==> config.mk <==
export PLATFORM = sky130hd
export DESIGN_NAME = mem_block_copy
export DESIGN_NICKNAME = d
export VERILOG_FILES = /design/src/rtl/mem_block_copy.sv
export SDC_FILE = /design/constraint.sdc
export NUM_CORES = 1
export LEC_CHECK = 0
export ABC_AREA = 1
export BUFFER_PORTS_ARGS = -buffer_cell sky130_fd_sc_hd__buf_2
export CAP_MARGIN = 30
export CELL_PAD_IN_SITES_DETAIL_PLACEMENT = 1
export CELL_PAD_IN_SITES_GLOBAL_PLACEMENT = 2
export CORE_ASPECT_RATIO = 0.6
export CORE_MARGIN = 2
export CORE_UTILIZATION = 28
export CTS_BUF_LIST = sky130_fd_sc_hd__clkbuf_2
export CTS_CLUSTER_DIAMETER = 40
export DETAILED_ROUTE_END_ITERATION = 6
export GPL_TIMING_DRIVEN = 0
export MAX_ROUTING_LAYER = met4
export PLACE_DENSITY = 0.91
export REMOVE_ABC_BUFFERS = 1
export SLEW_MARGIN = 5
export SYNTH_ARGS = -nofsm -noshare
export SYNTH_HDL_FRONTEND = slang
export SYNTH_SLANG_ARGS = --single-unit
==> constraint.sdc <==
create_clock -name clk -period 2.03 [get_ports clk]
set_clock_uncertainty 0.15 [all_clocks]
set_input_delay 0.1015 -clock clk [delete_from_list [all_inputs] [get_ports clk]]
set_output_delay 0.1015 -clock clk [all_outputs]
set_load 0.05 [all_outputs]
==> src/rtl/mem_block_copy.sv <==
// Bus-initiator byte copy engine: alternates READ/WRITE over a single-port memory
// bus and keeps a modulo-256 checksum of every byte written.
module mem_block_copy #(
    parameter int addrBusWidth = 13
) (
    input  logic                    clk,
    input  logic                    reset,
    input  logic                    start,
    input  logic [addrBusWidth-1:0] srcAddr,
    input  logic [addrBusWidth-1:0] dstAddr,
    input  logic [addrBusWidth-1:0] length,
    output logic                    busy,
    output logic                    done,
    output logic [7:0]              checksum,
    output logic [addrBusWidth-1:0] memAddr,
    output logic [7:0]              memDataOut,
    input  logic [7:0]              memDataIn,
    output logic                    memWrite,
    output logic                    memStrobe
);

    typedef enum logic [1:0] {IDLE, READ, WRITE, DONE} state_t;

    localparam logic [addrBusWidth-1:0] ONE = {{(addrBusWidth-1){1'b0}}, 1'b1};

    state_t                  state;
    logic [addrBusWidth-1:0] src;
    logic [addrBusWidth-1:0] dst;
    logic [addrBusWidth-1:0] remaining;

    always_ff @(posedge clk) begin
        if (reset) begin
            state     <= IDLE;
            src       <= '0;
            dst       <= '0;
            remaining <= '0;
            checksum  <= '0;
        end else begin
            case (state)
                IDLE: begin
                    if (start) begin
                        src       <= srcAddr;
                        dst       <= dstAddr;
                        remaining <= length;
                        checksum  <= '0;
                        state     <= (length != '0) ? READ : DONE;
                    end
                end
                READ: begin
                    src   <= src + ONE;
                    state <= WRITE;
                end
                WRITE: begin
                    // memDataIn holds the byte strobed in the preceding READ
                    checksum  <= checksum + memDataIn;
                    dst       <= dst + ONE;
                    remaining <= remaining - ONE;
                    state     <= (remaining != ONE) ? READ : DONE;
                end
                DONE:    state <= IDLE;
                default: state <= IDLE;
            endcase
        end
    end

    // Bus is decoded from state so the memory samples it on the closing edge.
    always_comb begin
        busy       = 1'b0;
        done       = 1'b0;
        memStrobe  = 1'b0;
        memWrite   = 1'b0;
        memAddr    = '0;
        memDataOut = '0;
        case (state)
            READ: begin
                busy      = 1'b1;
                memStrobe = 1'b1;
                memAddr   = src;
            end
            WRITE: begin
                busy       = 1'b1;
                memStrobe  = 1'b1;
                memWrite   = 1'b1;
                memAddr    = dst;
                memDataOut = memDataIn;
            end
            DONE:    done = 1'b1;
            default: ;
        endcase
    end

endmodule

# Word level (Yosys, flattened, before mapping)
# Index checks and enable logic that the tools add are counted.
[classes]
addsub = 4
n_eq_ne = 5
mux = 17
n_reduce_logical = 7
[ops]
columns = ["op", "count"]
rows = [
  ["one-hot mux 13 bit (2 select lines)", 4],
  ["two-way mux 13 bit", 3],
  ["adder 13 x 1 -> 13 bit (second input constant)", 2],
  ["two-way mux 8 bit", 2],
  ["one-hot mux 8 bit (2 select lines)", 1],
  ["inequality test 13 x 1 -> 1 bit (second input constant)", 1],
  ["nonzero test 13 bit", 1],
  ["subtractor 13 x 1 -> 13 bit (second input constant)", 1],
  ["adder 8 bit", 1],
  ["one-hot mux 2 bit (4 select lines)", 1],
  ["two-way mux 2 bit", 3],
  ["== test 2 bit (second input constant)", 2],
  ["AND reduction 2 bit", 2],
  ["nonzero test 2 bit", 2],
  ["two-way mux 1 bit", 3],
  ["== test 2 x 1 -> 1 bit (second input constant)", 1],
  ["logical NOT 2 bit", 1],
  ["inequality test 2 bit (second input constant)", 1],
  ["OR reduction 2 bit", 1],
]
[totals]
reg_bits = 49
input_bits = 50
output_inout_bits = 33
word_cells = 38

# Longest topological paths before layout
[logic_depth]
ltp_word = 4
depth_mapped = 10
ltp_nobuf = 10

# Least setup slack after synthesis
# OpenSTA, ideal clock, no wires.
[synth_path]
path_type = "reg2out"
startpoint = "register state[0]"
endpoint = "output memAddr[12]"
arrival_ps = 2330
required_ps = 1778
setup_slack_ps = -552
path_stages_with_launch = 7
path_buffers = 2
path_cell_list = "dfxtp_1 -> inv_1 -> ha_1 -> buf_2 -> buf_1 -> nand2_1 -> a21oi_1"
[synth_via]
elab_chain_len = 2
elab_cells_between_ends = 3
classes_between = "eq/ne (2); mux (1)"
[synth_rtl]
columns = ["element", "line", "text"]
rows = [
  ["start: declaration", "26", "state_t state;"],
  ["start signal: assignment", "46", "state <= (length != '0) ? READ : DONE;"],
  ["start signal: assignment", "58", "state <= (remaining != ONE) ? READ : DONE;"],
  ["== test 2 bit / == test 2 x 1 -> 1 bit (equally long branches)", "74", "case (state)"],
  ["one-hot mux 13 bit (2 select lines) *", "74", ""],
  ["end: declaration", "15", "output logic [addrBusWidth-1:0] memAddr,"],
]
# Every way passes the cells marked *; elsewhere a longest branch is shown, timed or not.

# Worst setup path after layout
[layout_path]
startpoint = "register state[1]"
endpoint = "output memAddr[11]"
# Same word-level chain as after synthesis.

==> impl_summary.txt <==
----------------------------------------------------
[Power]
  Switching share of power ... 0.397
  Internal power ... 1.49 mW
  Sequential power share ... 0.465
  Leakage power ... 2.60 nW
  Worst VDD drop ... 0.206 mV
  Clock Power Share ... 0.170
  Proportion of power drawn by combinational gates ... 0.365
  Net switching power of the design ... 0.981 mW
  Power density normalized to cell area ... 448 mW/mm2

[Status]
  Status ... complete, but fails checks
  Violated checks ... negative setup slack

[Placement]
  Placed insts ... 803
  Placer congestion estimate ... 0.827
  Post-DP HPWL ... 9380 um
  # port buffers ... 82

[Timing]
  Final Hold Violating Endpoints ... 0
  Pins over their slew limit ... 0
  Setup violators final ... 21
  Tmin final ... 2120 ps
  Relative max-transition margin ... 0.459
  Worst Tran Pin Value ... 810 ps
  RSZ-0062 raised after global routing ... yes
  Maximum clock frequency ... 472 MHz
  Tcrit/Tclk final ... 1.04
  Final worst slack ... -90.6 ps

[Clock tree]
  Number of buffers inserted during clock tree synthesis ... 5
  H-tree levels ... 2
  CTS tree ... done
  Clock transition at the registers of the reported paths ... 270 ps
  Insertion delay of the later-clocked pin in the worst-skew pair ... 480 ps
  Clock root buffer ... clkbuf_2
  Maximum number of buffers from clock root to sink ... 2
  Sinks on the clock net ... 49

[Hold path]
  Hold path start ... dstAddr[1]
  Hold path cells ... 4
  WHS Endpoint ... dst[1]
  Path type of the worst min-delay path ... in -> reg

[Finish]
  Combined flip-flop and latch cell area ... 991 um2
  Core utilization of the finished layout ... 0.455
  Multi-input logic area ... 0.00248 mm2
  Share of post-route cells with drive strength above 1 ... 0.251
  Number of fill cells ... 1560
  Area added between synthesis and finish ... 57.7%
  Number of nets in the final layout ... 797
  Post-route non-filler standard cell count ... 896

[Setup path]
  Origin of the critical flop-to-flop path ... state[1]
  Endpoint arrival time on the critical path ... 1870 ps
  Number of cells on the worst reg-to-reg path ... 9
  R2r setup slk ... -70 ps
  Kind of critical path ... reg -> out
  Terminus of the critical flop-to-flop path ... dst[10]
  Max incr delay on CP ... 420 ps
  Buffers & Inverters on Critical Path ... 4
  Largest fanout on the critical path ... 6
  Critical-path cell list ... buf_6 > ha_4 > buf_12 > buf_12 > nand2_4 > a21oi_4 > buf_6
  Worst setup EP type ... primary output
  Slowest cell on crit path ... dfxtp_4
  Cell type group with the largest total delay on the critical path ... buffers and inverters
  Kind of start point of the critical path ... flop
  Endpoint required time on the critical path ... 1780 ps

[Logic synthesis]
  Synth unique cells ... 30
  Synthesized-area fraction occupied by ao, oa, aoi and oai cells ... 0.198
  Sequential element share of the synthesized area ... 0.281
  Synth Area in XOR/XNOR ... 0.0100
  Library cell occupying the most area in the post-synthesis netlist ... dfxtp_1
  Proportion of netlist area held by the largest area contributor ... 0.281
  Post-synthesis mux area share ... 0
  Number of synthesis warnings ... 0
  Instance count of the mapped netlist ... 581
  Fraction of the mapped netlist area in adder cells ... 0.0595
  Synthesis-stage register bit count ... 49
  Synthesized area divided by synthesized cell count ... 6.01 um2
  Simple-Gate Fraction of Synth Area ... 0.349
  Main combinational cell family by area after synthesis ... simple AND/OR/NAND/NOR gates
  Post-synthesis cell area ... 0.00349 mm2
  Top cells by area in the synthesized netlist ... dfxtp_1 (28%), nand2_1 (17%), a21oi_1 (8.0%), nor2_1 (7.1%), nand3_1 (6.9%)

[Routing]
  Routed WL ... 14900 um
  Count of routing violations after the opening detailed-route iteration ... 252
  Final antenna-violating net count ... 0
  Routed vias ... 4559
  Number of optimization iterations in the first detailed-route pass ... 5
  Average via count per standard cell ... 5.09
  DR WL/cell ... 16.6 um
  Post-route DRC violation count ... 0

[Die]
  Row count ... 31
  Area of the die ... 0.0134 mm2
  Initial core utilization ... 0.289
  Number of ports placed on the die boundary ... 83
  Vertical extent of the die ... 90.5 um
  Chip width ... 148 um
  Core Region ... 0.0121 mm2

[Global routing]
  Initial antenna violation count ... 1
  First-pass GRT wire length ... 23600 um
  Global Route Usage Sum ... 0.223
  Pin count of the biggest net entering global routing ... 38
  Via count of the first global-routing pass ... 4568
  Gr ovfl total ... 0

[Run]
  Maximum capacitance violations ... 0

----------------------------------------------------
## through the flow
stage                     power [mW]  hold WS [ps]  cell area [um2]  worst slack [ps]  TNS [ps]
after floorplan                 1.54          20.6             3370             -1600    -63500
after global placement          1.74           227             3990             -2780   -112050
after detailed placement        1.78           242             4030             -1170    -34090
after CTS                       2.41           217             5240              -110     -1120
after global routing            2.63           232             5510              -187     -3820
final                           2.47           246             5510             -90.6     -1050
## state kept, by name, indices dropped and copies added (netlist names)
register and cells:
state 2, remaining 13, src 13, dst 13, checksum 8
## layout make-up
type                       instances  share of cell area
multi-input combinational        443               0.451
timing repair buffer             168               0.279
sequential                        49               0.180
inverter                          64              0.0473
tap                              165              0.0375
clock buffer                       5             0.00454
clock inverter                     1            0.000909
antenna                            1            0.000454
## how the worst max path moves through the flow
| stage | start | endpoint | slack (ps) | cells after the start |
|---|---|---|---|---|
| after global placement | state[0] | dst[11] | -2780 | 9 |
| final | state[1] | memAddr[11] | -90 | 7 |
| after global routing | state[1] | memAddr[11] | -190 | 7 |
| after CTS | state[1] | memAddr[9] | -110 | 7 |
| after detailed placement | state[0] | dst[6] | -1170 | 9 |
| after floorplan | state[0] | dst[5] | -1600 | 9 |
## cell families after synthesis
| kind of cell | after synthesis |
|---|---|
| buffers and inverters | 91 |
| AO/OA/AOI/OAI | 125 |
| XOR/XNOR | 4 |
| AND/OR/NAND/NOR | 296 |
| adder cells (fa/ha/maj) | 16 |
| flip-flops | 49 |
## per-layer routing
metal / track usage / vias to the layer above / wire length (um)
met5: - / - / 0
met4: 0.0302 / 0 / 52
met3: 0.0308 / 6 / 565
met2: 0.341 / 93 / 6800
met1: 0.321 / 2255 / 7460
li1: - / 2205 / -
## synthesized netlist by cell type, drive strengths merged
library cell and n:
nand2 160, nor2 66, inv 64, a21oi 56, dfxtp 49, nand3 48, o21ai 43, ha 15
buf 14, clkbuf 13, a31oi 12, nor3 8, nand4 7, o211ai 4, or2 4, a211oi 3
o21bai 3, nand3b 2, xnor2 2, xor2 2, a21o 1, a2bb2oi 1, a41oi 1, fa 1
nor4 1, o31a 1
## worst reg2reg max path: stages (launching register included)
cell and delay (ps):
dfxtp_4 420, buf_6 120, ha_4 180, buf_12 140, inv_6 240, o21ai_4 180, buf_12 180, buf_4 150
o21ai_0 180, nor2_1 70
## what timing repair did
action	4_1_cts	5_1_grt
gates resized for setup	98	50
setup buffers	22	8
endpoints found under the setup margin	66	62
pin swaps	19	8
cloned	5	1
endpoints found under the hold margin	49	0
hold buffers	50	0
## power by group through the flow
| stage | Sequential, mW | Combinational [mW] | Clock (mW) |
|---|---|---|---|
| 6_report | 1.15 | 0.902 | 0.420 |
| 5_1_grt | 1.16 | 0.995 | 0.476 |
| 4_1_cts | 1.14 | 0.834 | 0.440 |
| 3_5_place_dp | 1.15 | 0.629 | 0 |
| 3_3_place_gp | 1.14 | 0.595 | 0 |
| 2_1_floorplan | 1.13 | 0.411 | 0 |
## cells in the final DEF, fill, tap and decap left out, types with 3 or more instances in the layout
master	Yosys	routed
a211oi_1	3	3
a21oi_1	56	43
a21oi_4	0	11
a31oi_1	12	12
buf_12	0	8
buf_16	0	3
buf_2	9	60
buf_4	2	21
buf_6	0	20
buf_8	0	5
clkbuf_2	0	5
dfxtp_1	49	45
dlygate4sd3_1	0	50
ha_1	15	12
ha_4	0	3
inv_1	62	55
inv_2	2	5
nand2_1	160	141
nand2_2	0	4
nand2_4	0	16
nand3_1	48	48
nand4_1	7	7
nor2_1	66	63
nor2_2	0	3
nor3_1	8	7
o211ai_1	4	4
o21ai_0	42	40
o21bai_1	3	3
or2_2	4	4
(Power assumes the default switching activity.)
